--- config.mk ---
export PLATFORM = sky130hd
export DESIGN_NAME = piano_note_scheduler
export DESIGN_NICKNAME = d
export VERILOG_FILES = /design/src/rtl/piano_pkg.sv /design/src/rtl/tone_div.sv /design/src/rtl/piano_note_scheduler.sv
export SDC_FILE = /design/constraint.sdc
export NUM_CORES = 1
export LEC_CHECK = 0
export BUFFER_PORTS_ARGS = -buffer_cell sky130_fd_sc_hd__buf_2
export CORE_MARGIN = 2
export CORE_UTILIZATION = 60
export CTS_BUF_LIST = sky130_fd_sc_hd__clkbuf_4 sky130_fd_sc_hd__clkbuf_8
export CTS_CLUSTER_DIAMETER = 30
export DETAILED_ROUTE_END_ITERATION = 10
export HOLD_SLACK_MARGIN = 0.03
export MAX_ROUTING_LAYER = met4
export PLACE_DENSITY_LB_ADDON = 0.3
export SETUP_SLACK_MARGIN = 0.5
export SLEW_MARGIN = 20
export SYNTH_ARGS = -nofsm -noshare
export SYNTH_HDL_FRONTEND = slang
export SYNTH_SLANG_ARGS = --single-unit
--- constraint.sdc ---
create_clock -name clk -period 8.2 [get_ports clk]
set_input_delay 1.64 -clock clk [delete_from_list [all_inputs] [get_ports clk]]
set_output_delay 1.64 -clock clk [all_outputs]
set_load 0.02 [all_outputs]
--- src/rtl/piano_pkg.sv ---
`timescale 1ns/1ps
// -----------------------------------------------------------------------------
// piano_pkg
// Shared definitions for the piano note scheduler:
//   NUM_KEYS      number of piano buttons (Do4 .. Do5)
//   NOTE_W        width of a note index
//   half_period_t 17-bit tone divider compare value
//   state_e       scheduler FSM states (IDLE / PLAY / GAP)
//   HALF_PERIOD   per-note half period in clk cycles, minus one
//   lowest_set()  fixed-priority encoder, bit 0 wins
// -----------------------------------------------------------------------------
package piano_pkg;

  localparam int NUM_KEYS = 8;
  localparam int NOTE_W   = $clog2(NUM_KEYS);
  localparam int TONE_W   = 17;

  typedef logic [TONE_W-1:0] half_period_t;

  typedef enum logic [1:0] {
    ST_IDLE = 2'd0,
    ST_PLAY = 2'd1,
    ST_GAP  = 2'd2
  } state_e;

  // Square-wave period is 2*(HALF_PERIOD+1) cycles of the 50 MHz clock.
  localparam half_period_t HALF_PERIOD [NUM_KEYS] = '{
    17'd95555, 17'd85130, 17'd75842, 17'd71586,
    17'd63775, 17'd56817, 17'd50619, 17'd47777
  };

  // Index of the lowest set bit; scanning downwards lets the lowest bit
  // overwrite any higher one. Returns 0 for an all-zero vector.
  function automatic logic [NOTE_W-1:0] lowest_set(input logic [NUM_KEYS-1:0] v);
    logic [NOTE_W-1:0] idx;
    idx = '0;
    for (int i = NUM_KEYS - 1; i >= 0; i--) begin
      if (v[i]) idx = NOTE_W'(i);
    end
    return idx;
  endfunction

endpackage

--- src/rtl/tone_div.sv ---
`timescale 1ns/1ps
// -----------------------------------------------------------------------------
// tone_div
// Programmable square-wave divider. The counter runs 0..half_period_i and
// wraps; the speaker toggles on the wrap edge.
// Ports:
//   clk           system clock, rising edge
//   rst_n         asynchronous active-low reset
//   clr_i         clear counter and force speaker low (has priority over en_i)
//   en_i          advance the counter this cycle
//   half_period_i compare value for the wrap
//   speaker_o     square-wave output (registered)
// -----------------------------------------------------------------------------
module tone_div
  import piano_pkg::*;
(
  input  logic         clk,
  input  logic         rst_n,
  input  logic         clr_i,
  input  logic         en_i,
  input  half_period_t half_period_i,
  output logic         speaker_o
);

  half_period_t cnt_q;
  logic         spk_q;

  always_ff @(posedge clk or negedge rst_n) begin
    if (!rst_n) begin
      cnt_q <= '0;
      spk_q <= 1'b0;
    end else if (clr_i) begin
      cnt_q <= '0;
      spk_q <= 1'b0;
    end else if (en_i) begin
      if (cnt_q == half_period_i) begin
        cnt_q <= '0;
        spk_q <= ~spk_q;
      end else begin
        cnt_q <= cnt_q + 1'b1;
      end
    end
  end

  assign speaker_o = spk_q;

endmodule

--- src/rtl/piano_note_scheduler.sv ---
`timescale 1ns/1ps
// -----------------------------------------------------------------------------
// piano_note_scheduler
// Eight-key monophonic piano tone scheduler. Raw keys are synchronized, the
// lowest pressed key wins, and a three-state FSM plays the winning note. Any
// release or change of winner forces GAP_CYCLES of silence before the next
// note (including a re-press of the same note).
// Parameters:
//   GAP_CYCLES   silent cycles between two notes
//   SYNC_STAGES  depth of the key synchronizer
// Ports:
//   clk       50 MHz system clock, rising edge
//   rst_n     asynchronous active-low reset
//   keys      raw buttons, active-high, bit 0 = Do4 .. bit 7 = Do5
//   speaker   square-wave audio output
//   note_idx  note latched for playback
//   playing   high while in PLAY
// -----------------------------------------------------------------------------
module piano_note_scheduler
  import piano_pkg::*;
#(
  parameter int GAP_CYCLES  = 50000,
  parameter int SYNC_STAGES = 2
) (
  input  logic                clk,
  input  logic                rst_n,
  input  logic [NUM_KEYS-1:0] keys,
  output logic                speaker,
  output logic [NOTE_W-1:0]   note_idx,
  output logic                playing
);

  localparam int GAP_W = (GAP_CYCLES > 1) ? $clog2(GAP_CYCLES) : 1;
  localparam logic [GAP_W-1:0] GAP_LAST = GAP_W'(GAP_CYCLES - 1);

  // ---------------------------------------------------------------------------
  // Key synchronizer
  // ---------------------------------------------------------------------------
  logic [SYNC_STAGES-1:0][NUM_KEYS-1:0] sync_q;
  logic [NUM_KEYS-1:0]                  ks;

  always_ff @(posedge clk or negedge rst_n) begin
    if (!rst_n) begin
      sync_q <= '0;
    end else begin
      sync_q[0] <= keys;
      for (int i = 1; i < SYNC_STAGES; i++) begin
        sync_q[i] <= sync_q[i-1];
      end
    end
  end

  assign ks = sync_q[SYNC_STAGES-1];

  // ---------------------------------------------------------------------------
  // Priority encoder and FSM
  // ---------------------------------------------------------------------------
  logic [NOTE_W-1:0] winner;
  logic              any_key;
  logic              stay_play;

  state_e            state_q;
  logic [NOTE_W-1:0] note_idx_q;
  logic              playing_q;
  logic [GAP_W-1:0]  gap_cnt_q;

  assign winner  = lowest_set(ks);
  assign any_key = |ks;

  // The tone divider only runs while PLAY is being held; every other cycle
  // (IDLE, GAP, and the edge that enters or leaves PLAY) clears it, which
  // silences the speaker and restarts the tone phase at the next note.
  assign stay_play = (state_q == ST_PLAY) && any_key && (winner == note_idx_q);

  always_ff @(posedge clk or negedge rst_n) begin
    if (!rst_n) begin
      state_q    <= ST_IDLE;
      note_idx_q <= '0;
      playing_q  <= 1'b0;
      gap_cnt_q  <= '0;
    end else begin
      case (state_q)
        ST_IDLE: begin
          if (any_key) begin
            state_q    <= ST_PLAY;
            note_idx_q <= winner;
            playing_q  <= 1'b1;
          end
        end
        ST_PLAY: begin
          if (!stay_play) begin
            state_q   <= ST_GAP;
            playing_q <= 1'b0;
            gap_cnt_q <= '0;
          end
        end
        ST_GAP: begin
          // Keys are ignored until the last gap cycle, so short glitches or
          // a quick re-press never shorten the silence.
          if (gap_cnt_q == GAP_LAST) begin
            if (any_key) begin
              state_q    <= ST_PLAY;
              note_idx_q <= winner;
              playing_q  <= 1'b1;
            end else begin
              state_q <= ST_IDLE;
            end
          end else begin
            gap_cnt_q <= gap_cnt_q + 1'b1;
          end
        end
        default: begin
          state_q   <= ST_IDLE;
          playing_q <= 1'b0;
        end
      endcase
    end
  end

  // ---------------------------------------------------------------------------
  // Tone divider
  // ---------------------------------------------------------------------------
  tone_div u_tone_div (
    .clk           (clk),
    .rst_n         (rst_n),
    .clr_i         (~stay_play),
    .en_i          (stay_play),
    .half_period_i (HALF_PERIOD[note_idx_q]),
    .speaker_o     (speaker)
  );

  assign note_idx = note_idx_q;
  assign playing  = playing_q;

endmodule
==> out/metrics.cfg <==
[sta]
finalCritPeriodShare_pct=38.1
fin_skew_ns=0.00440
min_period_ns=3.12
slew_headroom_pct=40.5
tightest_slew_ns=0.891
fmax_mhz=320
rsz0062_at_grt=no
final.setup.tns_ns=0
hold_viol_final=0
setup_viol=0
drv_slew=0
fin_ws_ns=5.08

[clock_network]
cts_made_buffers=5
cts_hold_buf=0
cts_setup_buffers=0
cts_resized=0
ctsLongestPathBuffers=2
htreeDepth=2
cts_sinks=56
clkTransAtPathRegs_ns=0.09
cts_tree=built
root_buffer=clkbuf_8
clock_latency_ns=0.31

[route]
drc=0
ant_nets=0
wl_mm=5.71
first_pass_iters=5
drt-initial-drc-count=186
wl_per_cell_um=14.6
vias=2344
routed_via_density=5.99

[synthesis]
ys_seq_elements=56
postSynthAreaPerCell_um2=9.60
synth-adder-area-share_pct=3.30
syn-num-nets=334
yosysSeqAreaShare_pct=46.2
synth.distinct_cells=51
ys_async_sr_fraction_pct=100
netlist_instances=316
yosys.area_share.simple_pct=25.0
synth_top_family_by_area=simple AND/OR/NAND/NOR gates
synthMuxAreaShare_pct=0.701
synth_edf_count=0
synth-compound-area-share_pct=13.4
synth_ff_type=dfrtp_1
yosysWarnings=0
synth_area_um2=3030
yosys.area_share.xor_xnor_pct=7.51

[worst_setup_path]
slowest_delay_ns=0.60
crit_path_end_kind=register
cp_top_family=simple AND/OR/NAND/NOR gates
cp_data_arrival_time_ns=3.32
slowest_stage=dfrtp_1
crit_buf_inv=1
path_max_fanout=16
critPathKind=register to register
worstSetupStartpointType=register
crit_required_ns=8.40
crit_chain=inv_1 -> ha_1 -> or3b_2 -> a2111oi_1 -> o22ai_1 -> or4_4 -> nand2_4 -> nor2_1
rrSetupSlack_ns=5.08

[power]
p_sw_share_pct=37.1
vdd_drop_max_v=0.000167
clock_power_share_pct=22.3
cellPowerDensity_nw_per_um2=248
power.switching_uw=296
p_int_uw=503
sequentialPowerShare_pct=44.3
p_leak_nw=1.27
power_frac_comb_pct=33.4

[floorplan]
num_rows=25
die_w_um=75.1
initial_utilization_pct=63.4
die_area_um2=5640
die_h_um=75.1
core_area_um2=4790
io_pins=15

[placed_design]
numPortBuffers=14
post-place-cells=383
gp_congestion=0.879
pre_cts_slack_ns=5.10
hpwl_mm=4.04
place_area_um2=3110

[layout]
final_util_pct=67.4
final_area_um2=3230
drive_gt1_share_pct=13.0
area_growth_pct=6.35
nNetsFinal=341
diodes=0
stdcell_count=391

[outcome]
outcome=finished, final reports clean

[global_route]
grt_pass1_wl_mm=9.96
grt_max_degree=57
antenna_found_initial=0
grtUsageTotal_pct=23.5
first_global_vias=2196
overflow=0

[job]
cap_violations=0

[worst_hold_path]
hold_class=register to register

## logic make-up after synthesis
kind of cell | after synthesis
muxes | 2
and+or+nand+nor | 135
DFF | 56
buffers and inverters | 25
AOI/OAI and AO/OA | 64
adders and majority gates | 8
xor gates and xnor gates | 26
## flip-flops by register name, summed over array words and instances, names as in the netlist
| signal | flops |
|---|---|
| state_q | 2 |
| gap_cnt_q | 16 |
| sync_q | 8 |
| note_idx | 3 |
| playing | 1 |
| u_tone_div.speaker_o | 1 |
| u_tone_div.cnt_q | 17 |
| ks | 8 |
## placed cells by master, fill, tap and decap left out, types with 3 or more instances in the layout
cell and instances:
a2111oi_0 3, clkbuf_8 5, nand3_1 16, nor3_1 10
nand3b_1 5, nor2_1 28, nor2b_1 8, and4_1 3
xnor2_1 18, nor2_2 10, or3b_2 3, or4_1 3
o21ai_0 20, nand2_1 17, ha_1 8, inv_1 10
nand4_1 4, o22ai_1 4, a21oi_1 12, xor2_1 8
a211oi_1 3, o31ai_1 3, a31oi_1 7, dfrtp_1 56
and3_1 8, buf_2 14, and2_1 3
## synthesized netlist by cell type, types with 2 or more instances
cell type	instances	area [um2]
dfrtp_1	56	1400
nor2_1	28	105
o21ai_0	20	100
xnor2_1	18	158
nand2_1	17	63.8
nand3_1	16	80.1
a21oi_1	12	60.1
inv_1	10	37.5
nor2_2	10	62.6
nor3_1	10	50.1
and3_1	8	50.1
clkbuf_1	8	30.0
ha_1	8	100
nor2b_1	8	50.1
xor2_1	8	70.1
a31oi_1	7	43.8
buf_2	6	30.0
nand3b_1	5	37.5
nand4_1	4	25.0
o22ai_1	4	25.0
a2111oi_0	3	26.3
a211oi_1	3	22.5
and2_1	3	18.8
and4_1	3	26.3
o31ai_1	3	22.5
or3b_2	3	26.3
or4_1	3	22.5
a2111oi_1	2	20.0
nand2b_1	2	12.5
nor4_1	2	12.5
nor4b_1	2	17.5
nor4bb_1	2	20.0
o211ai_1	2	15.0
o41ai_1	2	17.5
or2_2	2	12.5
## stage by stage
step	power (mW)	hold WS (ns)
6_report	0.799	0.354
2_1_floorplan	0.565	0.331
5_1_grt	0.852	0.363
3_3_place_gp	0.613	0.332
4_1_cts	0.803	0.357
3_5_place_dp	0.623	0.335
## final cells by class
type | instances | area [um2]
Inverter | 10 | 37.5
Multi-Input combinational cell | 235 | 1510
Sequential cell | 56 | 1400
Tap cell | 67 | 83.8
Fill cell | 374 | 1560
Clock inverter | 3 | 42.5
Timing Repair Buffer | 15 | 77.6
Clock buffer | 5 | 68.8
## power by group through the flow
stage / combinational [mW] / sequential, mW / clock (mW)
floorplan: 0.222 / 0.343 / 0
global placement: 0.257 / 0.356 / 0
detailed placement: 0.264 / 0.358 / 0
CTS: 0.268 / 0.353 / 0.182
global route: 0.299 / 0.362 / 0.191
finish: 0.267 / 0.354 / 0.178
## worst paths after layout
path | from | endpoint | depth (start not counted)
worst min register to register | sync_q[2]$_DFF_PN0_ | ks[2]$_DFF_PN0_ | 0
max in group asynchronous | rst_n | ks[6]$_DFF_PN0_ | 2
min in group asynchronous | rst_n | u_tone_div.cnt_q[11]$_DFF_PN0_ | 2
worst min-delay path | sync_q[2]$_DFF_PN0_ | ks[2]$_DFF_PN0_ | 0
worst max-delay path | note_idx[0]$_DFFE_PN0P_ | u_tone_div.cnt_q[2]$_DFF_PN0_ | 8
worst max register to register | note_idx[0]$_DFFE_PN0P_ | u_tone_div.cnt_q[2]$_DFF_PN0_ | 8
## routing by layer
| layer | vias to the layer above | routed length, um | track usage [%] |
|---|---|---|---|
| met3 | 6 | 239 | 5.35 |
| met1 | 1132 | 2670 | 31.5 |
| met5 | - | 0 | - |
| met2 | 64 | 2750 | 36.8 |
| met4 | 0 | 53 | 4.96 |
| li1 | 1142 | - | - |
Note: power is estimated with default switching activity, not from simulation.
